<file path="src/rtl/counting_pkg.sv">
// Shared defaults and helpers for the counting_seq sequence detector.
package counting_pkg;

    localparam int unsigned DEF_W       = 2;
    localparam int unsigned DEF_N       = 4;
    // Symbols 1,2,3,3 with symbol 0 in the least significant slot.
    localparam logic [7:0]  DEF_PATTERN = 8'hF9;

    // Width of the fill counter: enough to hold N-1 with headroom.
    function automatic int unsigned fill_width(input int unsigned n);
        return $clog2(n) + 1;
    endfunction

endpackage

</file>
<file path="src/rtl/sat_counter.sv">
// Saturating up-counter with synchronous clear and asynchronous reset.
module sat_counter #(
    parameter int unsigned CW = 8
) (
    input  logic          clk,
    input  logic          reset,
    input  logic          clr,
    input  logic          inc,
    output logic [CW-1:0] q
);

    localparam logic [CW-1:0] MAX = '1;

    // Count up on inc, holding at all-ones; clr wins over inc.
    always_ff @(posedge clk or posedge reset) begin
        if (reset) begin
            q <= '0;
        end else if (clr) begin
            q <= '0;
        end else if (inc && (q != MAX)) begin
            q <= q + 1'b1;
        end
    end

endmodule

</file>
<file path="src/rtl/counting_seq.sv">
// Streaming detector: pulses ans when the last N accepted symbols equal PATTERN.
module counting_seq
    import counting_pkg::*;
#(
    parameter int unsigned    W       = DEF_W,
    parameter int unsigned    N       = DEF_N,
    parameter logic [N*W-1:0] PATTERN = (N*W)'(DEF_PATTERN),
    parameter int unsigned    OVERLAP = 1,
    parameter int unsigned    CW      = 8
) (
    input  logic          clk,
    input  logic          reset,
    input  logic          clear,
    input  logic          valid,
    input  logic [W-1:0]  num,
    output logic          ans,
    output logic [CW-1:0] match_cnt
);

    localparam int unsigned    FW       = fill_width(N);
    localparam logic [FW-1:0]  FILL_MAX = FW'(N - 1);

    logic [FW-1:0]  fill;
    logic [N*W-1:0] window;
    logic           hit;

    generate
        if (N == 1) begin : g_no_hist
            assign window = num;
        end else begin : g_hist
            // Oldest symbol sits in the low slot, newest in the high slot.
            logic [(N-1)*W-1:0] hist;
            logic [N*W-1:0]     shifted;

            assign window  = {num, hist};
            assign shifted = window >> W;

            // Shift each accepted symbol in at the top, dropping the oldest.
            always_ff @(posedge clk or posedge reset) begin
                if (reset) begin
                    hist <= '0;
                end else if (clear) begin
                    hist <= '0;
                end else if (valid) begin
                    hist <= shifted[(N-1)*W-1:0];
                end
            end
        end
    endgenerate

    // fill gating keeps stale or zeroed history from ever matching.
    assign hit = valid & ~clear & (fill >= FILL_MAX) & (window == PATTERN);

    // Track how many symbols are in the history and register the match pulse.
    always_ff @(posedge clk or posedge reset) begin
        if (reset) begin
            fill <= '0;
            ans  <= 1'b0;
        end else if (clear) begin
            fill <= '0;
            ans  <= 1'b0;
        end else if (!valid) begin
            ans  <= 1'b0;
        end else begin
            ans <= hit;
            if (hit && (OVERLAP == 0)) begin
                fill <= '0;
            end else if (fill < FILL_MAX) begin
                fill <= fill + 1'b1;
            end
        end
    end

    sat_counter #(
        .CW (CW)
    ) u_cnt (
        .clk   (clk),
        .reset (reset),
        .clr   (clear),
        .inc   (hit),
        .q     (match_cnt)
    );

endmodule

</file>
<file path="config.mk">
export PLATFORM = sky130hd
export DESIGN_NAME = counting_seq
export DESIGN_NICKNAME = d
export VERILOG_FILES = /design/src/rtl/counting_pkg.sv /design/src/rtl/sat_counter.sv /design/src/rtl/counting_seq.sv
export SDC_FILE = /design/constraint.sdc
export NUM_CORES = 1
export LEC_CHECK = 0
export ABC_CLOCK_PERIOD_IN_PS = 4100
export BUFFER_PORTS_ARGS = -buffer_cell sky130_fd_sc_hd__buf_2
export CORE_UTILIZATION = 57
export CTS_CLUSTER_SIZE = 12
export DETAILED_ROUTE_END_ITERATION = 10
export GPL_TIMING_DRIVEN = 0
export PLACE_DENSITY = 0.81
export REMOVE_ABC_BUFFERS = 1
export SETUP_SLACK_MARGIN = 0.2
export SYNTH_ARGS = -nofsm -noshare
export SYNTH_HDL_FRONTEND = slang
export SYNTH_SLANG_ARGS = --single-unit
</file>
<file path="constraint.sdc">
create_clock -name clk -period 4.1 [get_ports clk]
set_input_delay 0.205 -clock clk [delete_from_list [all_inputs] [get_ports clk]]
set_output_delay 0.205 -clock clk [all_outputs]
set_load 0.02 [all_outputs]
</file>
; Word-level counts from Yosys, hierarchy flattened
; Cells that the tools add are included.
[totals]
regBits = 18
inputBits = 6
out_inout_bits = 9
word_cells = 28
[classes]
addsub = 2
magnitude_cmp = 2
n_eq_ne = 2
n_mux = 9
n_bitwise = 4
reduce_logical = 5
[op_table]
columns = op, count
row1 = 2-to-1 mux 8 bit, 2
row2 = 2-to-1 mux 6 bit, 2
row3 = 2-to-1 mux 3 bit, 3
row4 = "adder 8 x 1 -> 8 bit, second input constant", 1
row5 = "equality test 8 bit, second input constant", 1
row6 = "inequality test 8 bit, second input constant", 1
row7 = nonzero test 2 bit, 3
row8 = "adder 3 x 1 -> 3 bit, second input constant", 1
row9 = bitwise AND 1 bit, 3
row10 = ">= comparator 3 x 2 -> 1 bit, second input constant", 1
row11 = "less-than comparator 3 x 2 -> 1 bit, second input constant", 1
row12 = 2-to-1 mux 1 bit, 2
row13 = AND reduction 2 bit, 1
row14 = logical AND 1 bit, 1
row15 = inverter 1 bit, 1

; Longest topological paths before layout
[depth]
ltp_word = 7
ltp_mapped = 8
depth_no_buf = 7

; Cells and area by module
; Synthesis repeated with hierarchy kept, for this count alone.
[unflattened]
cells_unflattened = 94
area_unflattened_um2 = 1029.7
[by_module_without_submodules]
columns = module, n_inst, cells_per_inst, area_each_um2, seq_area_each_um2
row1 = counting_seq, 1, 45, 525.5, 250.2
row2 = sat_counter, 1, 49, 504.2, 200.2

; Worst setup path before layout
; No wires, ideal clock.
[synth_path]
kind = register to register
startpoint = register fill[0]
endpoint = register u_cnt.q[4]
setup_time_ns = 0.077
arrival_time_ns = 1.766
required_ns = 4.023
path_slack_ns = 2.256
stages_incl_launch_ff = 7
path_buffers = 0
synth_period_minus_slack_ns = 1.844
cell_sequence = dfrtp_1 > ha_1 > ha_1 > a211oi_1 > or4_4 > or4_1 > a21oi_1
[synth_between]
elab_chain_cells = 5
[synth_lines]
columns = item, line
row1 = from (decl), counting_seq.sv:23  ; logic [FW-1:0] fill;
row2 = from (signal assigned), counting_seq.sv:69  ; fill <= fill + 1'b1;
row3 = >= comparator 3 x 2 -> 1 bit, counting_seq.sv:52  ; assign hit = valid & ~clear & (fill >= FILL_MAX) & (window == PATTERN);
row4 = bitwise AND 1 bit (2 in series), counting_seq.sv:52
row5 = logical AND 1 bit, sat_counter.sv:20  ; end else if (inc && (q != MAX)) begin
row6 = nonzero test 2 bit (no source line), --
row7 = to (signal assigned), sat_counter.sv:21  ; q <= q + 1'b1;
row8 = to (decl), sat_counter.sv:9  ; output logic [CW-1:0] q
; Every way passes these cells.
; A chain may end at the register's enable or synchronous reset.

; Worst setup path in the final report
; Same ends and word-level chain as after synthesis.

==> run_results.csv <==
group,metric,value,unit
global_route,grt_pass1_wl,2.77,mm
floorplanning,core,1510,sq um
timing,max_freq,0.482,GHz
synthesis,ys_seq_area_share,49.3,%
placed_design,placed_area,976,sq um
pwr,intPower,245,uW
timing,final-max-slew-violation-count,0,
placed_design,port_buffers,14,
clock_tree,insertion_delay,0.29,ns
worst_setup_path,r2r_end,"u_cnt.q[4]$_DFFE_PP0P_",
outcome,status,"finished, violations left",
worst_setup_path,crit_type,"reg -> reg",
global_route,antenna_found_initial,0,
synthesis,ys_warn_count,0,
synthesis,post-synth-top-count-cell,"dfrtp_1",
drt,drt_iter0_markers,16,
clock_tree,cts_buffer_depth,2,
placed_design,place_inst,117,
timing,min_period,2.08,ns
pwr,pwr-share-comb,7.1,%
drt,wl_per_cell,13.8,um
flow_run,drv_cap,0,
cells_and_area,area_growth,10.8,%
placed_design,gp_congestion,0.758,
drt,postRouteAntennaNets,0,
synthesis,synth.area.top_cells,"dfrtp_1 (49%), mux2i_1 (6.6%), a21oi_1 (5.5%), ha_1 (4.1%), o21ai_0 (3.8%)",
synthesis,yosys-top-cells-count,"dfrtp_1 (18), a21oi_1 (10), nor2_1 (9), o21ai_0 (7), mux2i_1 (6)",
synthesis,yosysTopAreaCell,"dfrtp_1",
synthesis,synth_top_area_share,49.3,%
timing,rsz0062_at_grt,"no",
pwr,clock_power_share,34.2,%
global_route,grt_max_degree,19,
worst_setup_path,cp.arrival,2.31,ns
floorplanning,die-height,42.0,um
floorplanning,initial_core_util,60.6,%
timing,slew_headroom,55.5,%
timing,period_share,50.6,%
global_route,grt_usage,20.9,%
worst_setup_path,crit_start,"fill[0]$_DFFE_PP0P_",
timing,setup_viol,0,
worst_setup_path,critPathMaxFanout,14,
drt,vias,727,
clock_tree,cts-buffers-inserted,3,
floorplanning,ios,15,
worst_setup_path,rr_startpoint,"fill[0]$_DFFE_PP0P_",
synthesis,ys_types,28,
pwr,leakage,0.486,nW
pwr,total_power,318,uW
cells_and_area,final_cells,121,
drt,drc,0,
cells_and_area,fin_area,1010,sq um
clock_tree,hold_buffers,0,
clock_tree,cts_setup_buffers,0,
worst_setup_path,startpoint_type,"flip-flop",
global_route,grt_pass1_vias,684,
worst_setup_path,crit_end,"u_cnt.q[4]$_DFFE_PP0P_",
timing,hold_viol_final,18,
timing,worst-slew-pin-transition,0.667,ns
timing,worst_clock_skew,0.00380,ns
synthesis,yosys_most_used_dff,"dfrtp_1",
timing,setup_tns,0,ns
synthesis,async_flop_share,100,%
synthesis,synth.ff_latch_count,18,
floorplanning,die-width,42.0,um
clock_tree,ctsResizeCount,0,
pwr,sw_frac_of_total,22.9,%
clock_tree,cts_max_level,1,
floorplanning,num_rows,14,
pwr,p_seq_share,58.7,%
worst_setup_path,ff2ff_setup_slack,2.02,ns
placed_design,place_ws,2.07,ns
cells_and_area,n_fill_cell,119,
clock_tree,cts-root-buf,"clkbuf_4",
drt,vias_per_cell,6.01,
clock_tree,path_clk_slew,0.10,ns
outcome,failed_checks,"hold timing",
synthesis,syn_area,913,sq um
cells_and_area,multi_input_area,420,sq um
hold_path,hold_class,"in -> async",
worst_setup_path,cp-end-kind,"flip-flop",
synthesis,synth_edf_count,0,
worst_setup_path,crit_required,4.33,ns
synthesis,synth_cells,91,
cells_and_area,final-seq-area,450,sq um
cells_and_area,drive_gt1_share,18.1,%
synthesis,postSynthAreaPerCell,10.0,sq um
timing,hold_slack,-0.0126,ns
pwr,netSwitchingPower,72.9,uW
drt,wirelength,1.66,mm
worst_setup_path,rr_worst_depth,6,
cells_and_area,final_nets,115,
drt,first_pass_iters,4,
clock_tree,cts_tree,"yes",
floorplanning,fp.dieArea,1770,sq um
pwr,power_density,314,nW/um^2
timing,setup_ws,2.02,ns
pwr,ir_drop,0.215,mV
cells_and_area,n_antenna_cell,0,
clock_tree,cts.sinks,18,
placed_design,place_hpwl,1.19,mm
global_route,gr-total-overflow,0,
worst min path at each step:
stage          slack (ns)                endpoint
2_1_floorplan        0.14           ans$_DFF_PP0_
3_3_place_gp         0.34     fill[0]$_DFFE_PP0P_
3_5_place_dp         0.33     fill[0]$_DFFE_PP0P_
4_1_cts             0.009  u_cnt.q[6]$_DFFE_PP0P_
5_1_grt              0.05     fill[0]$_DFFE_PP0P_
6_report            -0.01  u_cnt.q[6]$_DFFE_PP0P_
cell type report:
| cell class | count | area share (%) |
|---|---|---|
| sequential | 18 | 44.5 |
| multi-input combinational | 65 | 41.5 |
| timing repair buffer | 14 | 6.92 |
| clock buffer | 4 | 3.58 |
| tap | 16 | 1.98 |
| inverter | 4 | 1.48 |
worst max-delay path, cell delays in order, from the launching register on:
cell and delay (ns):
dfrtp_1 0.45, ha_1 0.19, ha_1 0.14, a211oi_1 0.05, or4_4 0.50, or4_1 0.54
a21oi_1 0.15
power by group through the flow:
stage / sequential (mW) / combinational (mW) / clock, mW
global route: 0.187 / 0.0260 / 0.117
global placement: 0.190 / 0.0221 / 0
CTS: 0.186 / 0.0231 / 0.111
floorplan: 0.189 / 0.0136 / 0
detailed placement: 0.190 / 0.0230 / 0
finish: 0.187 / 0.0227 / 0.108
layout by cell type, fill, tap and decap left out:
master and count:
a211oi_1 2, nand3b_1 3, clkbuf_4 3, nor2_1 9, o211ai_1 1, or4_1 1, nor2b_1 2, or3_1 5
o31ai_1 2, inv_1 4, dfrtp_1 18, and4_1 1, a311oi_1 1, and3_1 1, and2_1 1, nand2_1 3
nand4bb_1 1, or4_4 1, mux2i_1 6, o21ai_0 7, nand2b_1 1, nand4_1 2, buf_2 14, clkbuf_8 1
nand3_1 2, ha_1 3, a21oi_1 10
kinds of logic (layout without fill, tap and decap cells):
logic type / Yosys count / count (layout) / share of synthesized area, %
AND/OR/NAND/NOR: 33 / 33 / 21.0
AO/OA/AOI/OAI: 23 / 23 / 14.4
flip-flops: 18 / 18 / 49.3
buffers and inverters: 8 / 22 / 4.66
multiplexers: 6 / 6 / 6.58
adder cells (fa/ha/maj): 3 / 3 / 4.11
sequential cells by signal (all words and copies together) (netlist names):
name         flops
ans              1
u_cnt.q          8
fill             3
g_hist.hist      6
stage by stage:
stage / util, % / hold slack, ns
after detailed placement: 64.8 / 0.333
after floorplan: - / 0.144
final: 67.2 / -0.0126
after global routing: 67.2 / 0.0535
after CTS: 67.2 / 0.00909
after global placement: 64.8 / 0.335
layer usage:
metal  global-route usage [%]  wire length [um]  vias up
li1                         -                 -      358
met1                     27.2               814      352
met2                     32.5               772       15
met3                     4.74                59        2
met4                     11.3                17        0
met5                        0                 0        -
(Power assumes the default switching activity.)
